### config.mk
export PLATFORM = sky130hd
export DESIGN_NAME = mem_port_arbiter
export DESIGN_NICKNAME = d
export VERILOG_FILES = /design/src/rtl/mem_port_arbiter_pkg.sv /design/src/rtl/mem_port_arbiter.sv
export SDC_FILE = /design/constraint.sdc
export NUM_CORES = 1
export LEC_CHECK = 0
export BUFFER_PORTS_ARGS = -buffer_cell sky130_fd_sc_hd__buf_2
export CAP_MARGIN = 20
export CORE_AREA = 4 4 110 112
export DETAILED_ROUTE_END_ITERATION = 6
export DIE_AREA = 0 0 114 116
export PLACE_DENSITY = 0.74
export SYNTH_ARGS = -nofsm -noshare
export SYNTH_HDL_FRONTEND = slang
export SYNTH_SLANG_ARGS = --single-unit
### constraint.sdc
create_clock -name clk -period 4.8 [get_ports clk]
set_clock_uncertainty 0.1 [all_clocks]
set_input_delay 0.48 -clock clk [delete_from_list [all_inputs] [get_ports clk]]
set_output_delay 0.48 -clock clk [all_outputs]
set_load 0.02 [all_outputs]
### src/rtl/mem_port_arbiter_pkg.sv
// Shared types and width constants for the unified-memory port arbiter.
package mem_port_arbiter_pkg;

  localparam int unsigned REGISTER_WIDTH = 32;
  localparam int unsigned BYTE_WIDTH     = 8;

  typedef enum logic {
    OWNER_FETCH,
    OWNER_DATA
  } mem_owner_t;

  typedef enum logic [1:0] {
    IDLE,
    ISSUE,
    WAIT,
    RESP
  } arb_state_t;

endpackage

### src/rtl/mem_port_arbiter.sv
// Arbitrates instruction fetch and load/store onto one single-ported memory,
// one outstanding access at a time, with data priority bounded by a starvation count.
module mem_port_arbiter #(
  parameter int unsigned REGISTER_WIDTH = mem_port_arbiter_pkg::REGISTER_WIDTH,
  parameter int unsigned BYTE_WIDTH     = mem_port_arbiter_pkg::BYTE_WIDTH,
  parameter int unsigned MEM_LATENCY    = 1,
  parameter int unsigned STARVE_LIMIT   = 4
) (
  input  logic                                 clk,
  input  logic                                 rst,
  input  logic                                 fetch_req_valid,
  output logic                                 fetch_req_ready,
  input  logic [REGISTER_WIDTH-1:0]            fetch_address,
  output logic                                 fetch_resp_valid,
  output logic [REGISTER_WIDTH-1:0]            fetch_resp_data,
  input  logic                                 data_req_valid,
  output logic                                 data_req_ready,
  input  logic [REGISTER_WIDTH-1:0]            data_address,
  input  logic                                 data_write_en,
  input  logic [REGISTER_WIDTH-1:0]            data_write_data,
  input  logic [REGISTER_WIDTH/BYTE_WIDTH-1:0] data_byte_enable,
  output logic                                 data_resp_valid,
  output logic [REGISTER_WIDTH-1:0]            data_resp_data,
  output logic                                 mem_req_valid,
  output logic [REGISTER_WIDTH-1:0]            mem_address,
  output logic                                 mem_write_en,
  output logic [REGISTER_WIDTH-1:0]            mem_write_data,
  output logic [REGISTER_WIDTH/BYTE_WIDTH-1:0] mem_byte_enable,
  input  logic [REGISTER_WIDTH-1:0]            mem_read_data
);
  import mem_port_arbiter_pkg::*;

  localparam int unsigned BE_WIDTH = REGISTER_WIDTH / BYTE_WIDTH;
  localparam int unsigned LAT_W    = (MEM_LATENCY > 1) ? $clog2(MEM_LATENCY) : 1;
  localparam int unsigned SC_W     = $clog2(STARVE_LIMIT + 1);
  localparam logic [LAT_W-1:0] LAT_LOAD = LAT_W'(MEM_LATENCY - 1);
  localparam logic [SC_W-1:0]  SC_MAX   = SC_W'(STARVE_LIMIT);

  arb_state_t                state, state_next;
  mem_owner_t                owner;
  logic [REGISTER_WIDTH-1:0] addr_q;
  logic                      we_q;
  logic [REGISTER_WIDTH-1:0] wdata_q;
  logic [BE_WIDTH-1:0]       be_q;
  logic [LAT_W-1:0]          lat_cnt;
  logic [SC_W-1:0]           starve_count;
  logic                      grant_fetch;
  logic                      grant_data;

  // Readies are gated by rst so every output is 0 while reset is held.
  always_comb begin
    grant_fetch = 1'b0;
    grant_data  = 1'b0;
    if (state == IDLE && !rst) begin
      if (fetch_req_valid && (!data_req_valid || starve_count == SC_MAX)) begin
        grant_fetch = 1'b1;
      end else if (data_req_valid) begin
        grant_data = 1'b1;
      end
    end
  end

  always_comb begin
    state_next = state;
    unique case (state)
      IDLE:    if (grant_fetch || grant_data) state_next = ISSUE;
      ISSUE:   state_next = (MEM_LATENCY == 1) ? RESP : WAIT;
      WAIT:    if (lat_cnt <= LAT_W'(1)) state_next = RESP;
      RESP:    state_next = IDLE;
      default: state_next = IDLE;
    endcase
  end

  always_ff @(posedge clk or posedge rst) begin
    if (rst) begin
      state        <= IDLE;
      owner        <= OWNER_FETCH;
      addr_q       <= '0;
      we_q         <= 1'b0;
      wdata_q      <= '0;
      be_q         <= '0;
      lat_cnt      <= '0;
      starve_count <= '0;
    end else begin
      state <= state_next;
      if (grant_fetch) begin
        owner        <= OWNER_FETCH;
        addr_q       <= fetch_address;
        we_q         <= 1'b0;
        wdata_q      <= '0;
        be_q         <= '1;
        starve_count <= '0;
      end else if (grant_data) begin
        owner   <= OWNER_DATA;
        addr_q  <= data_address;
        we_q    <= data_write_en;
        wdata_q <= data_write_data;
        be_q    <= data_byte_enable;
        // A contested data win implies starve_count < SC_MAX, so this saturates.
        if (fetch_req_valid) starve_count <= starve_count + 1'b1;
      end
      if (state == ISSUE) begin
        lat_cnt <= LAT_LOAD;
      end else if (state == WAIT) begin
        lat_cnt <= lat_cnt - 1'b1;
      end
    end
  end

  always_comb begin
    fetch_req_ready  = grant_fetch;
    data_req_ready   = grant_data;
    fetch_resp_valid = 1'b0;
    fetch_resp_data  = '0;
    data_resp_valid  = 1'b0;
    data_resp_data   = '0;
    mem_req_valid    = 1'b0;
    mem_address      = '0;
    mem_write_en     = 1'b0;
    mem_write_data   = '0;
    mem_byte_enable  = '0;
    if (state == ISSUE) begin
      mem_req_valid   = 1'b1;
      mem_address     = addr_q;
      mem_write_en    = we_q;
      mem_write_data  = wdata_q;
      mem_byte_enable = be_q;
    end
    if (state == RESP) begin
      if (owner == OWNER_FETCH) begin
        fetch_resp_valid = 1'b1;
        fetch_resp_data  = mem_read_data;
      end else begin
        data_resp_valid = 1'b1;
        data_resp_data  = we_q ? '0 : mem_read_data;
      end
    end
  end

endmodule

==> metrics <==
first-pass GRT wire length 19.6 mm; peak supply drop 0.310 mV; status complete, no violations; Tcrit/Tclk final 57.4%; DRT antenna net count 0; worst slew pin tran 1.00 ns; Total GRT Usage 18.8%; synthesized area 4280 sq um; CP endpoint kind output pin; hold buffers post-CTS 0; Worst path max stage delay 0.56 ns; core area 11200 sq um; WP data arrival 2.17 ns; largest net degree at the start of global routing 76; syn_nets 532; DP HPWL 10.1 mm; layout net count 796; Die Width 114 um; Reg clk slew, reported paths 0.06 ns; relative slew slack 33.2%; DRT iter0 DRCs 152; PwrDens 595 nW/um^2; Top Family by Delay on Critical Path simple AND/OR/NAND/NOR gates; reported max-cap violation count 0; Die ar. 13200 sq um; vias in the first global route 3890; critical path type reg -> out; Avg Vias per Cell 4.75; post-cts repair resize count 0; Critical Path Fanout Max 24; biggest area consumer among synthesized cells dfrtp_1; Placer Congestion 0.911; startpoint types register; H-tree depth 3; met3 Usage GRT 4.28%; worst hold-check path type in -> reg; DR pass1 iterations 4; register area share after synthesis 43.9%; routed len/inst 16.2 um; WP buf/inv 2; top cell type's share of synthesized area 43.9%; Clk Latency, worst-skew pair 0.33 ns; Critical-path top delay cell nor2_4; ranking of synthesized cells by area dfrtp_1, and2_1, mux2_2; IO Port Bufs 274; Starting Density 38.1%; Distinct cells, synth 32; Die Ht 116 um; CTS tree yes; max-slew violations 0; FP Rows 39; via count 3812; final core occ 53.6%; RSZ-0062 raised after global routing no; CP cell instances inv_1, ha_1, nand3b_1, nor2_4, buf_2; TritonCTS buffer count 9; I/O pin total 275; maximum clock rate 363 MHz; Final Hold Vio Count 0; critical path data required time 4.22 ns; postcts setup bufs 0; Area Overhead vs Synth 40.8%; Global Route met1 Usage 21.8%; Setup TNS 0 ns; Synth Instances 389; CTS Buffer Depth 2; initial antenna violation count 1; TritonCTS Sinks 75; Leak 3.30 nW; layout cells sized above 1 55.8%; Mapped Avg Cell Area 11.0 sq um; fin crit period 2.75 ns; DRC violation count after routing 0; drt total wl 13.0 mm; root buf cell clkbuf_16; Seq cells post-synth 75; GRT Max-Usage Layer met2; Finish-stage setup viols 0; grt ovf 0; M2 GR Usage 33.5%; Synth warnings 0
[logic make-up (layout without fill, tap and decap cells)]
kind of cell             Yosys count  in the layout  synth area share (%)
flip-flops                        75             75                  43.9
AND/OR/NAND/NOR                  164            164                  22.9
multiplexers                      66             66                  18.9
AO/OA/AOI/OAI                     45             45                  8.40
adder cells (fa/ha/maj)            6              6                  1.76
other                              0              2                     0
buffers and inverters             33            302                  4.12
[cell usage in the layout, fill, tap and decap left out, drive strengths merged, types with 5 or more instances in the layout]
cell    synthesis  routed
ha              6       6
a22o           26      26
and2          134     134
clkbuf         15      10
dfrtp          75      75
inv             6       5
buf            12     280
a21oi           7       7
mux2           65      65
nand2          19      19
[where the power goes]
group	internal, mW	leakage [nW]	total, mW	switching [mW]
combinational	0.862	2.25	1.88	1.01
sequential	0.924	0.924	1.08	0.153
clock	0.363	0.130	0.630	0.267
[synthesized netlist by cell type]
| cell | count |
|---|---|
| nand2_1 | 19 |
| inv_2 | 1 |
| nand3b_2 | 1 |
| nor2_1 | 3 |
| mux2i_1 | 1 |
| nor3b_1 | 1 |
| mux2_2 | 46 |
| o21ai_0 | 1 |
| ha_1 | 6 |
| mux2_4 | 18 |
| buf_4 | 6 |
| buf_6 | 2 |
| and3b_1 | 1 |
| o22a_1 | 4 |
| a22o_1 | 26 |
| mux2_1 | 1 |
| and2_1 | 134 |
| nor2_2 | 1 |
| nand3_1 | 1 |
| inv_1 | 5 |
| a21boi_1 | 1 |
| o31ai_1 | 2 |
| o2bb2ai_1 | 1 |
| o211ai_2 | 1 |
| buf_8 | 1 |
| a21oi_1 | 7 |
| buf_2 | 3 |
| clkbuf_1 | 15 |
| dfrtp_1 | 75 |
| nor2b_1 | 2 |
| nand3b_1 | 1 |
| a31oi_1 | 2 |
[per-stage QoR]
| stage | instance area (sq um) | hold slack (ns) | std cells | setup slack [ns] | total power [mW] |
|---|---|---|---|---|---|
| 2_1_floorplan | 4280 | 0.365 | 389 | 1.55 | 2.40 |
| 3_3_place_gp | 5720 | 0.381 | 784 | 2.30 | 2.93 |
| 3_5_place_dp | 5740 | 0.382 | 785 | 2.22 | 2.98 |
| 4_1_cts | 6020 | 0.253 | 801 | 2.01 | 3.63 |
| 5_1_grt | 6020 | 0.258 | 802 | 1.85 | 3.83 |
| 6_report | 6020 | 0.265 | 803 | 2.05 | 3.58 |
[layout make-up]
| class | count | area, sq um |
|---|---|---|
| fillers | 1025 | 5200 |
| flip-flops and latches | 75 | 1880 |
| clock buffers | 10 | 239 |
| diodes | 2 | 5.00 |
| clock inverters | 6 | 41.3 |
| multi-input cells | 281 | 2230 |
| repair buffers | 280 | 1420 |
| inverters | 6 | 23.8 |
| well taps | 143 | 179 |
[flip-flops by register name, summed over array words and instances (netlist names)]
name / cells
addr_q: 32
we_q: 1
owner: 1
be_q: 4
starve_count: 3
wdata_q: 32
state: 2
[metal layers]
| layer | vias up | wire length (um) |
|---|---|---|
| li1 | 1835 | - |
| met1 | 1799 | 4990 |
| met2 | 160 | 6670 |
| met3 | 18 | 1050 |
| met4 | 0 | 276 |
| met5 | - | 0 |
[worst paths after layout]
kind	startpoint	to	slack (ns)	depth (start not counted)
setup / recovery	state[0]	fetch_req_ready	2.05	5
hold / removal	data_byte_enable[3]	be_q[3]	0.27	2
setup reg to reg	state[0]	addr_q[23]	2.25	6
hold reg to reg	wdata_q[17]	wdata_q[17]	0.40	1
max in group asynchronous	rst	wdata_q[4]	3.58	3
min in group asynchronous	rst	starve_count[2]	0.41	3
Power figures use the tool's default switching activity.
